==> src/rtl/spi_controller.sv <==
// rtl/spi_controller.sv - SPI mode-0 frame master: 16-bit {wr,addr,wdata} frames, MSB first
// All outputs are registered from next-state values, so nothing combinational reaches a pin.
module spi_controller #(
  parameter int CLK_DIV = 4
) (
  input  logic       clk,
  input  logic       rst,
  input  logic       start,
  input  logic       wr,
  input  logic [6:0] addr,
  input  logic [7:0] wdata,
  output logic       sclk,
  output logic       copi,
  output logic       ncs,
  output logic       busy,
  output logic       done
);

  typedef enum logic [2:0] {IDLE, LEAD, SHIFT_HI, SHIFT_LO, GAP} state_t;

  // Counter spans the GAP (2*CLK_DIV cycles), which needs 9 bits at CLK_DIV=255.
  localparam logic [8:0] HALF_LAST = 9'(CLK_DIV - 1);
  localparam logic [8:0] GAP_LAST  = 9'(2 * CLK_DIV - 1);

  state_t      state, state_n;
  logic [8:0]  cnt, cnt_n;
  logic [15:0] shreg, shreg_n;
  logic [3:0]  bitcnt, bitcnt_n;
  logic        sclk_n, copi_n, ncs_n, busy_n, done_n;

  always_ff @(posedge clk) begin
    if (rst) begin
      state  <= IDLE;
      cnt    <= 9'd0;
      shreg  <= 16'd0;
      bitcnt <= 4'd0;
      sclk   <= 1'b0;
      copi   <= 1'b0;
      ncs    <= 1'b1;
      busy   <= 1'b0;
      done   <= 1'b0;
    end else begin
      state  <= state_n;
      cnt    <= cnt_n;
      shreg  <= shreg_n;
      bitcnt <= bitcnt_n;
      sclk   <= sclk_n;
      copi   <= copi_n;
      ncs    <= ncs_n;
      busy   <= busy_n;
      done   <= done_n;
    end
  end

  always_comb begin
    state_n  = state;
    cnt_n    = cnt + 9'd1;
    shreg_n  = shreg;
    bitcnt_n = bitcnt;
    sclk_n   = sclk;
    copi_n   = copi;
    ncs_n    = ncs;
    busy_n   = busy;
    done_n   = 1'b0;

    case (state)
      IDLE: begin
        cnt_n = 9'd0;
        if (start) begin
          shreg_n  = {wr, addr, wdata};
          bitcnt_n = 4'd15;
          state_n  = LEAD;
          ncs_n    = 1'b0;
          sclk_n   = 1'b0;
          copi_n   = wr;
          busy_n   = 1'b1;
        end
      end
      LEAD: begin
        if (cnt == HALF_LAST) begin
          cnt_n   = 9'd0;
          state_n = SHIFT_HI;
          sclk_n  = 1'b1;
        end
      end
      SHIFT_HI: begin
        if (cnt == HALF_LAST) begin
          cnt_n   = 9'd0;
          state_n = SHIFT_LO;
          sclk_n  = 1'b0;
          // Data moves on the falling edge, half a period clear of both rising edges.
          if (bitcnt != 4'd0) begin
            shreg_n = shreg << 1;
            copi_n  = shreg[14];
          end
        end
      end
      SHIFT_LO: begin
        if (cnt == HALF_LAST) begin
          cnt_n = 9'd0;
          if (bitcnt != 4'd0) begin
            bitcnt_n = bitcnt - 4'd1;
            state_n  = SHIFT_HI;
            sclk_n   = 1'b1;
          end else begin
            state_n = GAP;
            ncs_n   = 1'b1;
            copi_n  = 1'b0;
            done_n  = 1'b1;
          end
        end
      end
      GAP: begin
        if (cnt == GAP_LAST) begin
          cnt_n   = 9'd0;
          state_n = IDLE;
          busy_n  = 1'b0;
        end
      end
      default: begin
        state_n = IDLE;
        cnt_n   = 9'd0;
        sclk_n  = 1'b0;
        copi_n  = 1'b0;
        ncs_n   = 1'b1;
        busy_n  = 1'b0;
      end
    endcase
  end

endmodule

==> config.mk <==
export PLATFORM = sky130hd
export DESIGN_NAME = spi_controller
export DESIGN_NICKNAME = d
export VERILOG_FILES = /design/src/rtl/spi_controller.sv
export SDC_FILE = /design/constraint.sdc
export NUM_CORES = 1
export LEC_CHECK = 0
export CORE_AREA = 8 8 68 70
export DETAILED_ROUTE_END_ITERATION = 16
export DIE_AREA = 0 0 76 78
export GPL_ROUTABILITY_DRIVEN = 0
export GPL_TIMING_DRIVEN = 1
export PLACE_DENSITY = 0.84
export SYNTH_ARGS = -nofsm -noshare
export SYNTH_HDL_FRONTEND = slang
export SYNTH_SLANG_ARGS = --single-unit
export TNS_END_PERCENT = 50
==> constraint.sdc <==
create_clock -name clk -period 3.2 [get_ports clk]
set_clock_uncertainty 0.2 [all_clocks]
set_input_delay 0.64 -clock clk [delete_from_list [all_inputs] [get_ports clk]]
set_output_delay 0.64 -clock clk [all_outputs]
set_load 0.05 [all_outputs]
# After elaboration in Yosys (flattened, before gate mapping)
# Index checks and enable logic that the tools add are counted.
# W data, S select, Z words.
[totals]
ff_bits = 36
in_bits = 19
output_inout_bits = 5
elab_cells = 83
[op_classes]
addsub = 2
n_eq_ne = 14
mux = 37
bitwise_logic = 6
reduce_logical = 15
[ops]
columns = ["cell", "count"]
rows = [
  ["$mux W15", 3],
  ["$pmux W15 S2", 1],
  ["$mux W3", 6],
  ["$mux W9", 2],
  ["$pmux W9 S2", 1],
  ["$ne A2 B2 Y1 const B", 8],
  ["$mux W1", 15],
  ["$pmux W3 S5", 1],
  ["$mux W4", 3],
  ["$reduce_and A4 Y1", 3],
  ["$reduce_and A6 Y1", 2],
  ["$add A9 B1 Y9 const B", 1],
  ["$eq A9 B2 Y1 const B", 1],
  ["$eq A9 B3 Y1 const B", 1],
  ["$reduce_or A3 Y1", 3],
  ["$pmux W4 S2", 1],
  ["$eq A3 B2 Y1 const B", 2],
  ["$not A1 Y1", 6],
  ["$pmux W1 S3", 2],
  ["$pmux W1 S5", 1],
  ["$reduce_and A5 Y1", 1],
  ["$pmux W1 S4", 1],
  ["$reduce_bool A2 Y1", 2],
  ["$reduce_bool A4 Y1", 1],
  ["other kinds (6)", 6],
]

# Longest topological paths before layout
[depth]
ltp_word = 4
ltp_mapped = 8
ltp_nobuf = 6

# Worst setup path before layout
# Ideal clock, no wire load.
[synth_path]
path_kind = "register to register"
from = "reg cnt[0]"
to = "reg shreg[10]"
setup_ns = 0.122
t_arrival_ns = 1.971
t_required_ns = 2.878
slack_ns = 0.906
path_stages_with_launch = 8
path_buffers = 2
synth_period_minus_slack_ns = 2.294
cell_sequence = "dfxtp_1 > ha_1 > or4b_4 > o41ai_4 > and2_0 > buf_4 > buf_6 > a211oi_1"
[synth_between]
elab_chain_len = 3
[synth_lines]
columns = ["element", "line_no", "rtl"]
rows = [
  ["start: declaration", "26", "logic [8:0] cnt, cnt_n;"],
  ["start signal: assignment", "44", "cnt <= cnt_n;"],
  ["$eq A9 B2 Y1", "87", "if (cnt == HALF_LAST) begin"],
  ["$ne A2 B2 Y1 (no source line)", "--", ""],
  ["$reduce_and A4 Y1 (no source line)", "--", ""],
  ["end signal: assignment", "45", "shreg <= shreg_n;"],
  ["end: declaration", "27", "logic [15:0] shreg, shreg_n;"],
]
# Every way passes these cells.
# A chain may end at the register's enable or synchronous reset.

# Final worst setup path
[layout_path]
from = "reg cnt[0]"
to = "reg shreg[6]"
# The elaborated chain is that of the path after synthesis.

==> impl_metrics.toml <==
[status]
status = "finished, final reports clean"

[route]
drt-initial-drc-count = 191
post-route-drc-count = 0
vias_per_cell = 5.87
wl_um = 4190
ant_nets = 0
via_count = 1667
wire_per_inst_um = 14.8
firstDrtPassIters = 4

[global_route]
overflow = 0
antenna_found_initial = 0
grt_use_total_pct = 14.3
grt.met1_usage_pct = 16.8
met2_usage_pct = 22.9
grt_pass1_vias = 1523
grt_max_degree = 23
globalRoute.busiestLayer = "met2"
grt_use_met3_pct = 3.92
grt_pass1_wl_um = 7010

[critical_path]
critPathMaxStageDelay_ps = 720
critPathCaptureType = "flop"
crit_type = "reg2reg"
worstPathArrival_ps = 2970
reg2reg_from = "cnt[0]"
r2r_cells = 6
rr_endpoint = "shreg[6]"
required_ps = 3240
r2r_slack_ps = 270
critPathSlowestCell = "o41ai_4"
critPathMaxFanout = 15
crit_chain = "ha_1 -> or4b_4 -> o41ai_4 -> and2_0 -> buf_4 -> a211oi_1"
startpoint_type = "flop"

[synth]
synth_area_leaders = "dfxtp_1 (38%), mux2i_1 (7.8%), a211oi_1 (6.7%)"
avgSynthCellArea_um2 = 8.98
synth_ff_type = "dfxtp_1"
async_reset_ff_share_pct = 0
yosysSeqAreaShare_pct = 37.7
synth-edff-count = 0
ys_seq_elements = 36
syn_inst = 213
yosysWarningCount = 0
synth_top_area_cell = "dfxtp_1"
synth_cell_types = 50
synth_area_um2 = 1910
syn_nets = 234
synth_top_area_share_pct = 37.7

[placed_design]
dpl.hpwl_um = 3030
port_buffers = 23
dpl_cell_area_um2 = 2130

[floorplan]
rows = 22
io_pins = 24
core_um2 = 3550
die_h_um = 78
die_w_um = 76
die_area_um2 = 5930
initial_core_util_pct = 53.9

[timing]
layout_min_cycle_time_ps = 2930
worst_pin_slew_ps = 768
fin_crit_sh_pct = 91.7
slew_headroom_pct = 48.6
setup_tns_ps = 0
hold_slack_ps = 249
grt_setup_unrepaired = "no"
slew_viol_final = 0
setup_viol = 0
hold_viol = 0
fmax_ghz = 0.341

[clocking]
clock_sinks = 36
cts_tree = "done"
clkTransAtPathRegs_ps = 110
clk_path_buf_depth = 2
post_cts_buffers = 0
cts_made_buffers = 5
clk_latency_ps = 350
cts_resized = 0
postCtsHoldBufs = 0
cts-htree-levels = 2
cts-root-buf = "clkbuf_4"

[layout]
nets = 256
fill_cells = 305
final_area_um2 = 2210
antenna_cells = 0
synthToLayoutAreaGrowth_pct = 15.3
drive_gt1_share_pct = 8.90
final_util_pct = 62.1

[run]
maxCapViolations = 0

[min_path]
hold_end = "cnt[0]"
min_path_type = "reg2reg"
min_from = "cnt[0]"
hold_depth = 1

[pwr]
ir_worst_vdd_mv = 0.350
power_density_nw_per_um2 = 440
cellLeakagePower_nw = 0.738
how the worst max path moves through the flow:
stage               cells after the start  slack (ps)         to    from
CTS                                     6         260   shreg[6]  cnt[0]
detailed placement                      5         240  bitcnt[2]   start
floorplan                               7         910  shreg[10]  cnt[0]
finish                                  6         270   shreg[6]  cnt[0]
global placement                        5         290  bitcnt[3]   start
global route                            6         110   shreg[6]  cnt[0]
cell usage in the layout, fill, tap and decap left out, types with 2 or more instances in the layout:
cell type / netlist / layout
dfxtp_1: 36 / 36
a21oi_1: 25 / 25
clkdlybuf4s50_1: 0 / 23
nor2_1: 22 / 22
a211oi_1: 17 / 17
mux2i_1: 15 / 15
nand2_1: 10 / 10
inv_1: 7 / 7
nand3_1: 7 / 7
o21ai_0: 6 / 6
buf_4: 2 / 6
a31oi_1: 5 / 5
clkbuf_4: 0 / 5
xnor2_1: 4 / 4
nand2b_1: 3 / 3
nor4_1: 3 / 3
nor3_1: 3 / 3
xor2_1: 3 / 3
nor2b_1: 2 / 2
a311oi_1: 2 / 2
ha_1: 2 / 2
Yosys cell counts, types with 2 or more instances:
cell,instances
xnor2_1,4
nand3_1,7
mux2i_1,15
xor2_1,3
ha_1,2
a21oi_1,25
nor3_1,3
dfxtp_1,36
nand2b_1,3
o21ai_0,6
nand2_1,10
buf_6,5
nor4_1,3
nor2_1,22
clkbuf_8,2
a211oi_1,17
buf_4,2
a31oi_1,5
clkbuf_1,4
nor2b_1,2
inv_1,7
a311oi_1,2
cell type report:
class                           instances  area (um^2)  share of cell area, %
Tap cell                               48         60.1                   2.72
Timing Repair Buffer                   29          275                   12.5
Multi-Input combinational cell        156         1050                   47.5
Sequential cell                        36          721                   32.7
Inverter                                7         26.3                   1.19
Clock buffer                            6         41.3                   1.87
Clock inverter                          2         35.0                   1.59
logic make-up (layout without fill, tap and decap cells):
kind of cell	after synthesis	after routing	share of synthesized area (%)
xor+xnor	7	7	3.20
mux	16	16	8.44
buf+inv	21	44	7.59
simple gates	64	64	17.8
fa+ha+maj	2	2	1.31
compound gates	67	67	24.0
flops	36	36	37.7
report_power, final:
| group | switching (mW) | internal [mW] | leakage (nW) |
|---|---|---|---|
| logic | 0.0828 | 0.0750 | 0.400 |
| clock network | 0.150 | 0.164 | 0.0422 |
| registers | 0.0234 | 0.476 | 0.296 |
| total | 0.256 | 0.715 | 0.738 |
worst max-delay path: cells and delay by family (launching register included):
family | cells | cell delay [ps]
flip-flops | 1 | 360
AO/OA/AOI/OAI | 2 | 800
adder cells (fa/ha/maj) | 1 | 290
AND/OR/NAND/NOR | 2 | 970
buffers and inverters | 1 | 230
through the flow:
stage	worst slack, ps	total power, mW	std cells
2_1_floorplan	906	0.617	213
3_3_place_gp	291	0.662	276
3_5_place_dp	236	0.666	276
4_1_cts	259	0.980	284
5_1_grt	107	1.01	284
6_report	265	0.971	284
registers in the layout, summed over array words and instances (netlist names):
signal and count:
shreg 15, cnt 9, bitcnt 4, state 3, busy 1, copi 1, done 1, ncs 1
sclk 1
routing by layer:
metal  vias up  routed length [um]
li1        835                   -
met1       781                1940
met3         9                 196
met5         -                   0
met4         0                  95
met2        42                1960
No activity file was read; power rests on OpenSTA's default activity.
